$ cat src/rtl/block_ram_scan_serializer_if.sv
// Handshake/bus bundle between the RAM scan serializer, the RAM read ports
// and the serial sink. The serializer uses the master view; whatever drives
// start/rv/oready uses the slave view.
interface block_ram_scan_serializer_if #(
  parameter int ENTRY_NUM      = 4,
  parameter int ENTRY_BIT_SIZE = 4,
  parameter int READ_NUM       = 2
);
  localparam int INDEX_BIT_SIZE = $clog2(ENTRY_NUM);

  logic                      start;
  logic                      busy;
  logic                      done;
  logic [INDEX_BIT_SIZE-1:0] ra [READ_NUM];
  logic [ENTRY_BIT_SIZE-1:0] rv [READ_NUM];
  logic                      obit;
  logic                      ovalid;
  logic                      oready;

  modport master (
    input  start, rv, oready,
    output busy, done, ra, obit, ovalid
  );

  modport slave (
    output start, rv, oready,
    input  busy, done, ra, obit, ovalid
  );
endinterface

$ cat src/rtl/block_ram_scan_serializer.sv
// Sweeps all RAM entries READ_NUM at a time and streams each group out
// LSB-first followed by one even-parity bit over a valid/ready link.
//
// state     | meaning
// ----------+-------------------------------------------------------
// S_IDLE    | waiting for start, outputs quiet
// S_READ    | ra presents base..base+READ_NUM-1 to the RAM
// S_CAPTURE | ra held, RAM data arrives and is latched at the edge
// S_SHIFT   | group bits then parity bit offered on obit/ovalid
// S_DONE    | one-cycle done pulse, back to idle
module block_ram_scan_serializer #(
  parameter int ENTRY_NUM      = 4,
  parameter int ENTRY_BIT_SIZE = 4,
  parameter int READ_NUM       = 2
) (
  input logic clk,
  input logic rst,
  block_ram_scan_serializer_if.master bus
);
  localparam int INDEX_BIT_SIZE = $clog2(ENTRY_NUM);
  localparam int G              = READ_NUM * ENTRY_BIT_SIZE;
  localparam int CNT_W          = $clog2(G + 1);
  // one extra bit so base + READ_NUM can reach ENTRY_NUM without wrapping
  localparam int BASE_W         = INDEX_BIT_SIZE + 1;

  typedef enum logic [2:0] {
    S_IDLE,
    S_READ,
    S_CAPTURE,
    S_SHIFT,
    S_DONE
  } state_t;

  state_t                    state, state_nxt;
  logic [BASE_W-1:0]         base;
  logic [BASE_W-1:0]         base_grp;
  logic [CNT_W-1:0]          bitcnt;
  logic [G-1:0]              shifter;
  logic [G-1:0]              rv_flat;
  logic                      parity;
  logic [INDEX_BIT_SIZE-1:0] ra_q [READ_NUM];
  logic                      hs;
  logic                      last_bit;
  logic                      last_group;

  assign base_grp   = base + BASE_W'(READ_NUM);
  assign last_group = (base_grp == BASE_W'(ENTRY_NUM));
  assign last_bit   = (bitcnt == CNT_W'(G));
  assign hs         = (state == S_SHIFT) && bus.oready;

  // pack the read ports with port 0 in the least significant bits
  always_comb begin
    rv_flat = '0;
    for (int i = 0; i < READ_NUM; i++) begin
      rv_flat[i*ENTRY_BIT_SIZE +: ENTRY_BIT_SIZE] = bus.rv[i];
    end
  end

  // state register
  always_ff @(posedge clk) begin
    if (rst) state <= S_IDLE;
    else     state <= state_nxt;
  end

  // next-state decode
  always_comb begin
    state_nxt = state;
    case (state)
      S_IDLE:    if (bus.start) state_nxt = S_READ;
      S_READ:    state_nxt = S_CAPTURE;
      S_CAPTURE: state_nxt = S_SHIFT;
      S_SHIFT:   if (hs && last_bit) state_nxt = last_group ? S_DONE : S_READ;
      S_DONE:    state_nxt = S_IDLE;
      default:   state_nxt = S_IDLE;
    endcase
  end

  // datapath: group base, read addresses, shifter, parity and bit counter
  always_ff @(posedge clk) begin
    if (rst) begin
      base    <= '0;
      bitcnt  <= '0;
      shifter <= '0;
      parity  <= 1'b0;
      for (int i = 0; i < READ_NUM; i++) ra_q[i] <= '0;
    end else begin
      case (state)
        S_IDLE: begin
          if (bus.start) begin
            base <= '0;
            for (int i = 0; i < READ_NUM; i++) ra_q[i] <= INDEX_BIT_SIZE'(i);
          end
        end
        S_CAPTURE: begin
          shifter <= rv_flat;
          parity  <= ^rv_flat;
          bitcnt  <= '0;
        end
        S_SHIFT: begin
          if (hs) begin
            if (!last_bit) begin
              shifter <= shifter >> 1;
              bitcnt  <= bitcnt + 1'b1;
            end else if (!last_group) begin
              // addresses for the next group are ready as READ begins
              base <= base_grp;
              for (int i = 0; i < READ_NUM; i++) begin
                ra_q[i] <= INDEX_BIT_SIZE'(base_grp + BASE_W'(i));
              end
            end
          end
        end
        default: ;
      endcase
    end
  end

  // outputs decode from registers only, so oready never reaches obit/ovalid
  assign bus.busy   = (state != S_IDLE);
  assign bus.done   = (state == S_DONE);
  assign bus.ovalid = (state == S_SHIFT);
  assign bus.obit   = (state == S_SHIFT) ? (last_bit ? parity : shifter[0]) : 1'b0;
  assign bus.ra     = ra_q;

endmodule

$ cat src/flat_wrapper.sv
// flat-port wrapper written by rule: the top's interface ports become plain ports
module block_ram_scan_serializer_flat 
#(
  parameter int ENTRY_NUM      = 4,
  parameter int ENTRY_BIT_SIZE = 4,
  parameter int READ_NUM       = 2
)
  (clk, rst, bus_start, bus_rv, bus_oready, bus_busy, bus_done, bus_ra, bus_obit, bus_ovalid);
  block_ram_scan_serializer_if #(.ENTRY_NUM(ENTRY_NUM), .ENTRY_BIT_SIZE(ENTRY_BIT_SIZE), .READ_NUM(READ_NUM)) bus_i ();
  input logic clk;
  input logic rst;
  input wire logic [$bits(bus_i.start)-1:0] bus_start;
  input wire logic [$bits(bus_i.rv)-1:0] bus_rv;
  input wire logic [$bits(bus_i.oready)-1:0] bus_oready;
  output wire logic [$bits(bus_i.busy)-1:0] bus_busy;
  output wire logic [$bits(bus_i.done)-1:0] bus_done;
  output wire logic [$bits(bus_i.ra)-1:0] bus_ra;
  output wire logic [$bits(bus_i.obit)-1:0] bus_obit;
  output wire logic [$bits(bus_i.ovalid)-1:0] bus_ovalid;
  assign bus_i.start = bus_start;
  assign bus_i.rv = {>>{bus_rv}};
  assign bus_i.oready = bus_oready;
  assign bus_busy = bus_i.busy;
  assign bus_done = bus_i.done;
  assign bus_ra = {>>{bus_i.ra}};
  assign bus_obit = bus_i.obit;
  assign bus_ovalid = bus_i.ovalid;
  block_ram_scan_serializer #(.ENTRY_NUM(ENTRY_NUM), .ENTRY_BIT_SIZE(ENTRY_BIT_SIZE), .READ_NUM(READ_NUM)) u_core (.clk(clk), .rst(rst), .bus(bus_i));
endmodule
$ cat config.mk
export PLATFORM = sky130hd
export DESIGN_NAME = block_ram_scan_serializer_flat
export DESIGN_NICKNAME = d
export VERILOG_FILES = /design/src/rtl/block_ram_scan_serializer_if.sv /design/src/rtl/block_ram_scan_serializer.sv /design/src/flat_wrapper.sv
export SDC_FILE = /design/constraint.sdc
export NUM_CORES = 1
export LEC_CHECK = 0
export CAP_MARGIN = 20
export CELL_PAD_IN_SITES_DETAIL_PLACEMENT = 0
export CELL_PAD_IN_SITES_GLOBAL_PLACEMENT = 1
export CORE_MARGIN = 3
export CORE_UTILIZATION = 38
export DETAILED_ROUTE_END_ITERATION = 8
export PLACE_DENSITY_LB_ADDON = 0.1
export SLEW_MARGIN = 30
export SYNTH_ARGS = -nofsm -noshare
export SYNTH_HDL_FRONTEND = slang
export SYNTH_SLANG_ARGS = --single-unit
$ cat constraint.sdc
create_clock -name clk -period 1.75 [get_ports clk]
set_input_delay 0.35 -clock clk [delete_from_list [all_inputs] [get_ports clk]]
set_output_delay 0.35 -clock clk [all_outputs]
set_load 0.1 [all_outputs]
======== After elaboration in Yosys (flattened, before gate mapping) ========
Cells that the tools add are included.
word-level totals
  bits in registers ....................... 23
  bits in latches ......................... 0
  memory bits (writable) .................. 0
  memory bits (read-only) ................. 0
  bits of input ports ..................... 12
  output and inout bits ................... 8
  logic and storage cells ................. 54
  memories ................................ 0
operators by class
  add/sub/neg operators ................... 3
  $mul .................................... 0
  divide/modulo/power cells ............... 0
  order comparisons ....................... 0
  equal/unequal tests ..................... 12
  shifts and indexed selects .............. 0
  multiplexer cells ....................... 22
  bitwise operators ....................... 0
  reduce and logical (&&, ||, !) cells .... 10
operators with widths
  operator                                               number
  2-to-1 mux 4 bit                                       6
  2-to-1 mux 3 bit                                       7
  2-to-1 mux 8 bit                                       2
  one-hot mux 4 bit (2 select lines)                     2
  one-hot mux 8 bit (2 select lines)                     1
  one-hot mux 3 bit (4 select lines)                     1
  parity 8 bit                                           1
  equality test 3 x 2 -> 1 bit, second input constant    2
  equality test 3 bit, second input constant             2
  inequality test 2 x 1 -> 1 bit, second input constant  3
  inequality test 2 bit, second input constant           3
  one-hot mux 3 bit (2 select lines)                     1
  AND reduction 5 bit                                    1
  adder 4 x 1 -> 4 bit, second input constant            1
  equality test 4 bit, second input constant             1
  nonzero test 2 bit                                     2
  adder 3 x 2 -> 3 bit, second input constant            1
  equality test 3 x 1 -> 1 bit, second input constant    1
  logical NOT 3 bit                                      1
  AND reduction 3 bit                                    1
  nonzero test 3 bit                                     1
  adder 2 x 1 -> 2 bit, second input constant            1
  logical AND 1 bit                                      2
  2-to-1 mux 1 bit                                       2
  AND reduction 2 bit                                    1

======== Longest topological paths before layout ========
Gate-level depths: netlist of the first run.
  word-level depth ........................ 6
  mapped depth ............................ 6

======== Least setup slack after synthesis of the first run ========
Ideal clock, no wire load.
  kind .................................... reg-to-output
  start point ............................. register u_core.state[1]
  end point ............................... output bus_obit
  arrival ................................. 3808 ps
  data required time ...................... 1400 ps
  path slack .............................. -2408 ps
  cell stages (with the launch flop) ...... 5
  path through ............................ dfxtp_1 nor2b_1 clkbuf_1 and2_1 a21boi_0
on the way
  longest elaborated chain between the ends .. 2
RTL lines
  element                       RTL line                          text
  from (decl)                   block_ram_scan_serializer.sv:34   state_t state, state_nxt;
  from (signal assigned)        block_ram_scan_serializer.sv:62   else state <= state_nxt;
  equality test 3 x 2 -> 1 bit  -
  via bus_ovalid                flat_wrapper.sv:19                output wire logic [$bits(bus_i.ovalid)-1:0] bus_ovalid;
  2-to-1 mux 1 bit              block_ram_scan_serializer.sv:122  assign bus.obit = (state == S_SHIFT) ? (last_bit ? parity : shifter[0]) : 1'b0;
  to (decl)                     flat_wrapper.sv:18                output wire logic [$bits(bus_i.obit)-1:0] bus_obit;
The timed path passes the listed nets, and every way through them passes these cells.

======== Worst setup path in the final report of the first run ========
  start point ............................. register u_core.bitcnt[0]
  end point ............................... output bus_obit
on the way
  longest elaborated chain between the ends .. 3
RTL lines
  element                        RTL line                          text
  from (decl)                    block_ram_scan_serializer.sv:37   logic [CNT_W-1:0] bitcnt;
  from (signal assigned)         block_ram_scan_serializer.sv:103  bitcnt <= bitcnt + 1'b1;
  equality test 4 bit            block_ram_scan_serializer.sv:48   assign last_bit = (bitcnt == CNT_W'(G));
  2-to-1 mux 1 bit (2 in a row)  block_ram_scan_serializer.sv:122
Every way passes these cells.

==> results_dict.tcl, run 1 <==
set metrics [dict create \
    status "complete, but fails checks" \
    violations "negative setup slack" \
    hold_ws_ns 0.505 \
    dieArea_sq_um 3510 \
    final_cell_mix "dfxtp_1, a21oi_1, buf_4" \
    crit_chain "inv_2 > ha_4 > and3b_2 > nand2_2 > a21boi_4 > buf_12" \
    drt-wirelength-per-cell_microns 13.6 \
    drt_iter0_markers 40 \
    cp-end-kind "output port" \
    synth.mux.area_fraction_pct 6.50 \
    setup.worst_path.class "reg -> out" \
    power_frac_comb_pct 34.1 \
    fin_tns_setup_ns -0.0489 \
    synthSimpleGateAreaFrac_pct 20.3 \
    synth_edf_count 0 \
    setup_viol 1 \
    synthDistinctLibCells 36 \
    final_layout_size_suffix_gt1_share_pct 31.1 \
    synthesis.nets 139 \
    clk_path_buf_depth 2 \
    power.share.clock_pct 22.3 \
    die_x_microns 59.3 \
    drc 0 \
    finalNetCount 167 \
    final_max_slew_viol_count 0 \
    skew_ns 0.00585 \
    p_per_area_nw_per_um2 778 \
    cts_inserted_buffers 3 \
    row_count 18 \
    seq_area_frac_synth_pct 37.1 \
    first_global_vias 940 \
    place_hpwl_microns 1810 \
    regArea_sq_um 405 \
    avgSynthCellArea_sq_um 8.70 \
    via_per_inst 5.43 \
    critPathLaunchType "flop" \
    setup_ws_ns -0.0489 \
    hp-class "reg -> reg" \
    n_antenna_cell 0 \
    rsz0062_at_grt "true" \
    antenna_found_initial 0 \
    clkSlewWorstSetupHoldPaths_ns 0.11 \
    io_pins 20 \
    num_vias 983 \
    ys.flop_type "dfxtp_1" \
    ir_drop_v 0.000766 \
    cpMaxStageDelayCell "dfxtp_2" \
    max_stage_delay_ns 0.34 \
    fp.dieH_microns 59.3 \
    grt_first_pass_wirelength_microns 4270 \
    synth_top_family_by_area "compound AO/OA/AOI/OAI gates" \
    drt-pass1-iter-count 4 \
    syn_area_sq_um 1080 \
    drv_cap 0 \
    critical_path_buf_inv_count 2 \
    h-tree-depth 1 \
    port_buffers 19 \
    area_growth_pct 42.2 \
    fmax_mhz 556 \
    arrival_ns 1.45 \
    slew_headroom_pct 71.6 \
    n_fill_cell 244 \
    ant_nets 0 \
    synth-compound-area-share_pct 21.3 \
    initial_core_util_pct 41.6 \
    grt_max_degree 18 \
    drt_wl_total_microns 2460 \
    synth_fa_ha_area_share_pct 3.48 \
    postCtsHoldBufs 0 \
    power.switching_mw 0.395 \
    swShare_pct 33.1 \
    cts_tree "yes" \
    hold_viol 0 \
    period_minus_slack_ns 1.80 \
    overflow 0 \
    fin_crit_sh_pct 103 \
    crit_required_ns 1.40 \
    leakage_nw 0.550 \
    ys_ff_latch 20 \
    clock_latency_ns 0.30 \
    cts_sinks 20 \
    grtUsageTotal_pct 15.8 \
    routabilityCongestion 0.746 \
    synthArstFlopShare_pct 0 \
    power_frac_seq_pct 43.6 \
    final_common_cell "dfxtp_1" \
    synthCells 124 \
    critical_path.top_delay_family "flip-flops" \
    ys_warn_count 0 \
    multi_input_area_sq_um 676 \
    crit_fanout 2 \
    synth_xor_area_share_pct 5.68 \
    cts_root_buf "clkbuf_4" \
    tightestPinTransition_ns 0.427 \
    coreArea_sq_um 2590 \
    power.internal_mw 0.799 \
]
==> power groups by stage <==
stage	clock network (mW)	logic (mW)	registers, mW
floorplan	0	0.243	0.548
global placement	0	0.395	0.529
detailed placement	0	0.402	0.529
CTS	0.278	0.404	0.519
global route	0.299	0.438	0.526
finish	0.266	0.407	0.520
==> registers in the layout (all words and copies together) (netlist names) <==
signal          cells
u_core.shifter      8
u_core.bitcnt       4
u_core.state        3
u_core.base         2
u_core.bus.ra       2
u_core.parity       1
==> stage by stage <==
stage	cell area [sq um]	total power, mW	utilization [%]	worst slack, ns	std cells
2_1_floorplan	1100	0.791	-	-0.228	124
3_3_place_gp	1440	0.924	55.7	0.0584	175
3_5_place_dp	1440	0.931	55.7	-0.0228	175
4_1_cts	1510	1.20	58.4	-0.0837	181
5_1_grt	1530	1.26	59.2	-0.111	181
6_report	1530	1.19	59.2	-0.0489	181
==> timing repair <==
item	4_1_cts	5_1_grt
buffers inserted	2	0
pin swaps	2	5
gates cloned	0	0
setup endpoints to repair	1	7
resized for setup	7	6
==> worst register-to-register path: stages, from the launching register on <==
cell and delay, ns:
dfxtp_2 0.34, inv_2 0.06, ha_4 0.14, nand3b_4 0.11, or3_1 0.39, or3_1 0.38, o32ai_1 0.14
==> area by class of cell <==
| class | instances | share of cell area, % |
|---|---|---|
| multi-input combinational | 91 | 44.0 |
| inverter | 5 | 1.22 |
| sequential | 20 | 26.4 |
| tap | 30 | 2.45 |
| timing repair buffer | 31 | 23.5 |
| clock buffer | 4 | 2.37 |
==> cell usage after synthesis (all sizes together) (3+ instances only) <==
| cell type | n | area share [%] |
|---|---|---|
| nor4 | 3 | 1.7 |
| xnor2 | 7 | 5.7 |
| nand2b | 5 | 2.9 |
| nand2 | 10 | 3.5 |
| a21oi | 14 | 6.5 |
| dfxtp | 20 | 37 |
| ha | 3 | 3.5 |
| buf | 5 | 2.8 |
| o21ai | 4 | 1.9 |
| clkbuf | 3 | 1.0 |
| nor2 | 4 | 1.4 |
| or3 | 4 | 2.3 |
| and2 | 3 | 1.9 |
| a211oi | 8 | 5.6 |
| mux2i | 7 | 6.5 |
| inv | 5 | 1.7 |
==> cell families after synthesis <==
group           count (synthesis)
mux                             7
xor+xnor                        7
flops                          20
buf+inv                        13
compound gates                 36
simple gates                   38
fa+ha+maj                       3
==> final timing paths <==
kind,startpoint,endpoint,slack (ns),depth (start not counted)
setup / recovery,u_core.bitcnt[0],bus_obit,-0.05,6
hold / removal,u_core.base[2],u_core.base[2],0.50,2
hold reg to reg,u_core.base[2],u_core.base[2],0.50,2
setup reg to reg,u_core.bitcnt[0],u_core.base[2],0.09,6
==> layer usage <==
metal | wire [microns] | vias up | GRT usage [%]
li1 | - | 499 | -
met1 | 1140 | 463 | 19.8
met2 | 1200 | 17 | 26.7
met3 | 92 | 4 | 3.49
met4 | 28 | 0 | 4.85
met5 | 0 | - | 0
No activity file was read; power rests on OpenSTA's default activity.
==> run 2, diff against run 1 <==
- CORE_MARGIN: 3 -> 4
==> results_dict.tcl, run 2 (same netlist as run 1, synthesis figures left out) <==
set metrics [dict create \
    setup_viol 1 \
    initial_core_util_pct 39.5 \
    grt_max_degree 21 \
    status "complete, but fails checks" \
    port_buffers 19 \
    routabilityCongestion 0.742 \
    drc 0 \
    grtUsageTotal_pct 14.9 \
    final_common_cell "dfxtp_1" \
    post_dp_cell_area_sq_um 1440 \
    fmax_mhz 550 \
    clkSlewWorstSetupHoldPaths_ns 0.11 \
    row_count 19 \
    postCtsHoldBufs 0 \
    hold_viol 0 \
    clk_path_buf_depth 2 \
    drt_wl_total_microns 2500 \
    r2r_end "u_core.shifter[4]" \
    n_fill_cell 254 \
    rrSetupSlack_ns 0.11 \
    die_x_microns 61.3 \
    skew_ns 0.00918 \
    crit_required_ns 1.40 \
    fin_tns_setup_ns -0.0697 \
    cts_tree "yes" \
    drv_cap 0 \
    final_layout_size_suffix_gt1_share_pct 28.9 \
    final_cell_mix "dfxtp_1, a21oi_1, clkdlybuf4s50_1, buf_4, nand2_1" \
    cts_root_buf "clkbuf_4" \
    crit_fanout 2 \
    critPathLaunchType "flop" \
    r2r_start "u_core.bitcnt[1]" \
    drt_iter0_markers 29 \
    n_antenna_cell 0 \
    fp.dieH_microns 61.3 \
    cts_inserted_buffers 3 \
    regArea_sq_um 405 \
    period_minus_slack_ns 1.82 \
    hold-path-endpoint "u_core.base[2]" \
    area_growth_pct 40.4 \
    slew_headroom_pct 71.1 \
    final_max_slew_viol_count 0 \
    fin_crit_sh_pct 104 \
    overflow 0 \
    place_ws_ns 0.0291 \
    dp_cells 175 \
    hp-class "reg -> reg" \
    hold_ws_ns 0.499 \
    grt_first_pass_wirelength_microns 4190 \
    rsz0062_at_grt "true" \
    first_global_vias 900 \
    reg.largest.list "u_core.shifter x8, u_core.bitcnt x4, u_core.state x3" \
    setup_ws_ns -0.0697 \
    ant_nets 0 \
    largest_register_ffs 8 \
    setup.worst_path.class "reg -> out" \
    coreArea_sq_um 2730 \
    place_hpwl_microns 1730 \
    fin_cells 180 \
    r2r_cells 9 \
    hold_depth 2 \
    finalNetCount 166 \
    antenna_found_initial 0 \
    drt-pass1-iter-count 6 \
    leakage_nw 0.537 \
    min_from "u_core.base[2]" \
    violations "negative setup slack" \
    arrival_ns 1.47 \
    multi_input_area_sq_um 676 \
    largest_register "u_core.shifter" \
    io_pins 20 \
    cp-end-kind "output port" \
    p_per_area_nw_per_um2 754 \
    final_area_sq_um 1510 \
    cts_sinks 20 \
    h-tree-depth 1 \
    via_per_inst 5.37 \
    num_vias 966 \
    dieArea_sq_um 3750 \
    ir_drop_v 0.000539 \
    drt-wirelength-per-cell_microns 13.9 \
    clock_latency_ns 0.30 \
    tightestPinTransition_ns 0.434 \
]
==> run 2: changes by cell type in the layout (fill, tap and decap cells not counted), sizes merged <==
cell    before  now
clkbuf       4    3
buf         20   19
==> run 2: worst max path at each step <==
stage / from / to / slack (ns) / cells past startpoint
finish: u_core.bitcnt[1] / bus_obit / -0.07 / 6
global route: u_core.bitcnt[1] / bus_obit / -0.11 / 6
CTS: u_core.bitcnt[1] / bus_obit / -0.08 / 6
detailed placement: bus_oready / u_core.base[2] / 0.03 / 4
global placement: bus_oready / u_core.shifter[4] / 0.06 / 6
floorplan: u_core.state[1] / bus_obit / -0.23 / 4
==> run 2: worst max-delay path, cell delays in order (launching register included) <==
cell	delay, ns
dfxtp_2	0.34
inv_2	0.06
ha_4	0.14
and3b_2	0.21
nand2_2	0.07
a21boi_4	0.16
buf_12	0.19
==> run 2: where the power goes <==
part           switching (mW)  internal [mW]  leakage [nW]
clock network           0.131         0.0801        0.0138
logic                   0.228          0.182         0.358
registers              0.0271          0.494         0.165
==> run 2: area by class of cell <==
type / count / area share, %
multi-input cells: 91 / 44.6
repair buffers: 30 / 23.3
flip-flops and latches: 20 / 26.8
inverters: 5 / 1.24
well taps: 31 / 2.56
clock buffers: 3 / 1.49
==> run 2: repair_timing <==
| action | in CTS | in global routing |
|---|---|---|
| gates resized for setup | 7 | 6 |
| buffers inserted | 2 | 0 |
| setup endpoints to repair | 1 | 10 |
| pin swaps | 3 | 3 |
==> run 2: metal layers <==
metal,share of wire [%],routed length (microns),vias to the layer above,global-route usage [%]
met5,0,0,-,0
met3,5.4,134,2,3.98
met4,0.68,17,0,3.72
li1,-,-,495,-
met2,47,1190,26,24.2
met1,46,1160,443,19.8
==> run 2: metrics by stage <==
stage	power, mW	util (%)
CTS	1.14	54.6
floorplan	0.791	-
detailed placement	0.927	52.6
global placement	0.923	52.6
finish	1.14	55.4
global route	1.21	55.4
